==> src/rtl/nib_tx.sv <==
// Byte-to-nibble transmitter: each accepted byte goes out low nibble first,
// then high nibble, each held HOLD cycles, followed by a done pulse and GAP idle cycles.
module nib_tx #(
   parameter int HOLD = 1,
   parameter int GAP  = 1
) (
   input  logic       clk,
   input  logic       rst,
   input  logic       s_valid,
   output logic       s_ready,
   input  logic [7:0] s_data,
   input  logic       s_is_th,
   output logic [3:0] nib,
   output logic       threshold,
   output logic       higher,
   output logic       busy,
   output logic       done
);

   typedef enum logic [1:0] {
      S_IDLE,
      S_LO,
      S_HI,
      S_GAP
   } state_t;

   localparam logic [3:0] HOLD_LAST = 4'(HOLD - 1);
   localparam logic [3:0] GAP_LAST  = 4'((GAP > 0) ? (GAP - 1) : 0);

   state_t     r_state;
   state_t     w_nextState;
   logic [3:0] r_cnt;
   logic [3:0] w_nextCnt;
   logic [3:0] r_dataHi;
   logic       r_isTh;
   logic       w_latch;
   logic       w_xfer;
   logic [3:0] r_nib;
   logic [3:0] w_nib;
   logic       r_th;
   logic       w_th;
   logic       r_hi;
   logic       w_hi;
   logic       r_ready;
   logic       r_busy;
   logic       r_done;
   logic       w_done;

   // The low nibble goes straight to the bus on the transfer edge, so only
   // the high nibble and the select bit need to be kept for later.
   assign w_xfer = s_valid && r_ready;

   always_comb begin
      w_nextState = r_state;
      w_nextCnt   = r_cnt;
      w_nib       = r_nib;
      w_th        = r_th;
      w_hi        = r_hi;
      w_done      = 1'b0;
      w_latch     = 1'b0;
      case (r_state)
         S_IDLE: begin
            if (w_xfer) begin
               w_nextState = S_LO;
               w_nextCnt   = 4'd0;
               w_nib       = s_data[3:0];
               w_th        = s_is_th;
               w_hi        = 1'b0;
               w_latch     = 1'b1;
            end
         end
         S_LO: begin
            if (r_cnt == HOLD_LAST) begin
               w_nextState = S_HI;
               w_nextCnt   = 4'd0;
               w_nib       = r_dataHi;
               w_th        = r_isTh;
               w_hi        = 1'b1;
            end else begin
               w_nextCnt = r_cnt + 4'd1;
            end
         end
         S_HI: begin
            if (r_cnt == HOLD_LAST) begin
               w_nextState = (GAP > 0) ? S_GAP : S_IDLE;
               w_nextCnt   = 4'd0;
               w_done      = 1'b1;
            end else begin
               w_nextCnt = r_cnt + 4'd1;
            end
         end
         S_GAP: begin
            if (r_cnt == GAP_LAST) begin
               w_nextState = S_IDLE;
               w_nextCnt   = 4'd0;
            end else begin
               w_nextCnt = r_cnt + 4'd1;
            end
         end
         default: begin
            w_nextState = S_IDLE;
            w_nextCnt   = 4'd0;
         end
      endcase
   end

   // Ready and busy are registered from the next state so they line up with it.
   always_ff @(posedge clk or negedge rst) begin
      if (!rst) begin
         r_state  <= S_IDLE;
         r_cnt    <= 4'd0;
         r_dataHi <= 4'd0;
         r_isTh   <= 1'b0;
         r_nib    <= 4'd0;
         r_th     <= 1'b0;
         r_hi     <= 1'b0;
         r_ready  <= 1'b0;
         r_busy   <= 1'b0;
         r_done   <= 1'b0;
      end else begin
         r_state <= w_nextState;
         r_cnt   <= w_nextCnt;
         if (w_latch) begin
            r_dataHi <= s_data[7:4];
            r_isTh   <= s_is_th;
         end
         r_nib   <= w_nib;
         r_th    <= w_th;
         r_hi    <= w_hi;
         r_ready <= (w_nextState == S_IDLE);
         r_busy  <= (w_nextState != S_IDLE);
         r_done  <= w_done;
      end
   end

   assign s_ready   = r_ready;
   assign nib       = r_nib;
   assign threshold = r_th;
   assign higher    = r_hi;
   assign busy      = r_busy;
   assign done      = r_done;

endmodule

==> config.mk <==
export PLATFORM = sky130hd
export DESIGN_NAME = nib_tx
export DESIGN_NICKNAME = d
export VERILOG_FILES = /design/src/rtl/nib_tx.sv
export SDC_FILE = /design/constraint.sdc
export NUM_CORES = 1
export LEC_CHECK = 0
export BUFFER_PORTS_ARGS = -buffer_cell sky130_fd_sc_hd__buf_4
export CAP_MARGIN = 0
export CELL_PAD_IN_SITES_DETAIL_PLACEMENT = 0
export CELL_PAD_IN_SITES_GLOBAL_PLACEMENT = 2
export CORE_ASPECT_RATIO = 0.6
export CORE_MARGIN = 2
export CORE_UTILIZATION = 30
export DETAILED_ROUTE_END_ITERATION = 12
export PLACE_DENSITY = 0.72
export SKIP_LAST_GASP = 1
export SYNTH_ARGS = -nofsm -noshare
export SYNTH_HDL_FRONTEND = slang
export SYNTH_SLANG_ARGS = --single-unit
==> constraint.sdc <==
create_clock -name clk -period 2 [get_ports clk]
set_clock_uncertainty 0.05 [all_clocks]
set_input_delay 0.3 -clock clk [delete_from_list [all_inputs] [get_ports clk]]
set_output_delay 0.3 -clock clk [all_outputs]
set_load 0.02 [all_outputs]
==> results.py <==
metrics = {
    "sta": {
        "fmax_mhz": 590.4,
        "finalSetupViolations": 0,
        "max-slew-margin-rel_pct": 67.79,
        "tns_ns": 0,
        "timing.final.ws_setup_ns": 0.3062,
        "hold_viol": 0,
        "timing.hold.ws_ns": 0.2193,
        "rsz0062_at_grt": "no",
        "report.final.slew_viol_count": 0,
        "tightest_slew_ns": 0.4803,
        "fin_crit_sh_pct": 84.69,
        "period_needed_ns": 1.694,
    },
    "final_layout": {
        "nNetsFinal": 107,
        "antenna_cells": 0,
        "final_core_util_pct": 39.69,
        "layout_common_cells": "dfrtp_1 (20), buf_4 (20), mux2_2 (5), a221o_1 (5)",
        "drive_above_1_share_pct": 40.66,
        "area_growth_pct": 26.98,
        "nFillCells": 275,
    },
    "grt": {
        "use_met1_pct": 15.91,
        "grt-busiest-layer": "met1",
        "grt_pass1_wl_mm": 2.559,
        "grt_use_met2_pct": 13.39,
        "antenna_found_initial": 0,
        "grt_pass1_vias": 516,
        "use_met3_pct": 4.376,
        "overflow": 0,
        "track_usage_pct": 10.56,
        "grt_max_degree": 21,
    },
    "detailed_routing": {
        "drt-initial-drc-count": 42,
        "wl_per_cell_um": 12.19,
        "wirelength_mm": 1.621,
        "ant_nets": 0,
        "firstDrtPassIters": 4,
        "drt-vias-per-instance": 4.466,
        "routed-via-count": 594,
        "drc": 0,
    },
    "worst_setup_path": {
        "startpoint": "r_cnt[0]",
        "r2r-start": "r_cnt[0]",
        "startpoint_type": "register",
        "cp_slowest_stage_delay_ns": 0.43,
        "worst_path_max_delay_cell": "a21oi_1",
        "path_class": "register to register",
        "ff2ff_path_depth": 5,
        "cp_max_fo": 5,
        "path_cells": "inv_1 -> ha_1 -> and4bb_2 -> a21oi_1 -> a221o_1",
        "crit_required_ns": 2.15,
        "cp-end-kind": "register",
        "cp.arrival_ns": 1.84,
    },
    "power_and_ir_drop": {
        "irDropWorstVdd_v": 0.0005939,
        "p_leak_nw": 0.5213,
        "finalPower_w": 0.001731,
        "powerDensity_nw_per_um2": 1539,
    },
    "clocking": {
        "cts_tree": "built",
        "cts_buffers": 3,
        "htree_levels": 1,
        "cts_root_buf": "clkbuf_8",
        "cts_setup_buffers": 0,
        "clock_latency_ns": 0.25,
        "numClockSinks": 20,
        "ctsResizeCount": 0,
        "clk_pin_slew_ns": 0.07,
        "clock_path_buffers": 2,
    },
    "synthesis": {
        "yosys_warnings": 0,
        "ys_seq_area_share_pct": 56.50,
        "syn_inst": 69,
        "syn_avg_cell_area_um2": 12.84,
        "synth_area_um2": 885.9,
        "synth_top_area_cell": "dfrtp_1",
        "synth_top_area_share_pct": 56.50,
        "synth_cell_type_count": 28,
        "synth_edf_count": 0,
        "yosys-top-cells-area": "dfrtp_1 (56%), mux2_2 (6.4%), a221o_1 (5.6%)",
        "synth-seq-cells": 20,
        "syn-num-nets": 83,
        "synth-main-ff-cell": "dfrtp_1",
        "synth-async-reset-ratio_pct": 100.0,
    },
    "placed_design": {
        "dp_worst_setup_slack_ns": 0.3447,
        "gp_congestion": 0.7116,
        "port_buffers": 20,
        "dp_hpwl_mm": 1.205,
    },
    "floorplanning": {
        "die_w_um": 74.15,
        "die_h_um": 46.09,
        "coreArea_um2": 2834,
        "start_util_pct": 31.26,
        "io_pins": 21,
        "design.die.area_um2": 3418,
        "core.rowCount": 15,
    },
    "job": {
        "drv_cap": 0,
    },
    "status": {
        "status": "finished, final reports clean",
    },
    "min_path": {
        "hold_path_depth": 2,
        "worstHoldStart": "s_data[7]",
        "hold_class": "input pin to register",
    },
}
[synth_stat cells (2+ instances only)]
master and number:
and2_2 4, ha_1 2, a221o_1 5, nand3_1 2, inv_1 4, nand2_1 4, dfrtp_1 20, a22o_1 2
a21oi_1 2, xnor2_1 2, mux2_2 5
[where the power goes]
| part | switching, W | leakage [nW] | internal, W |
|---|---|---|---|
| Sequential | 0.000143 | 0.247 | 0.000597 |
| Combinational | 0.000353 | 0.253 | 0.000382 |
| Clock | 0.000122 | 0.0216 | 0.000134 |
[logic make-up (layout without fill, tap and decap cells)]
family / after synthesis / after routing / share of synthesized area [%]
fa+ha+maj: 2 / 2 / 2.824
buf+inv: 6 / 28 / 3.389
compound gates: 14 / 14 / 13.00
mux: 5 / 5 / 6.355
xor+xnor: 2 / 2 / 1.978
flops: 20 / 20 / 56.50
simple gates: 20 / 20 / 15.96
[worst max-delay path: cells and delay by family, from the launching register on]
kind	cells	cell delay, ns
AOI/OAI and AO/OA	2	0.66
buffers and inverters	1	0.06
adders and majority gates	1	0.21
and+or+nand+nor	1	0.25
DFF	1	0.40
[through the flow]
step | instances | instance area, um2
2_1_floorplan | 69 | 885.9
3_3_place_gp | 129 | 1074
3_5_place_dp | 129 | 1074
4_1_cts | 133 | 1125
5_1_grt | 133 | 1125
6_report | 133 | 1125
[cell type report]
cell class	instances	area, um2	area share (%)
inverters	4	15.01	1.335
flip-flops and latches	20	500.5	44.49
well taps	42	52.55	4.672
repair buffers	21	160.2	14.24
multi-input cells	43	355.3	31.59
clock buffers	3	41.29	3.671
[final timing paths]
check,endpoint,slack [ns]
worst min-delay path,r_dataHi[3],0.22
worst max register to register,threshold,0.31
worst max-delay path,threshold,0.31
max in group asynchronous,higher,1.30
min in group asynchronous,r_cnt[3],0.40
worst min register to register,nib[0],0.46
[sequential cells by signal, summed over array words and instances, names as in the netlist]
signal,cells
nib,4
higher,1
r_cnt,4
threshold,1
r_dataHi,4
r_isTh,1
r_state,2
busy,1
done,1
s_ready,1
[routing by layer]
| layer | up-vias | wire length (um) |
|---|---|---|
| met5 | - | 0 |
| met4 | 0 | 12 |
| met2 | 11 | 640 |
| li1 | 296 | - |
| met3 | 2 | 95 |
| met1 | 285 | 872 |
[timing repair]
action,4_1_cts,5_1_grt
setup endpoints to repair,0,0
hold endpoints to repair,20,0
hold buffers,1,0
Note: power is estimated with default switching activity, not from simulation.
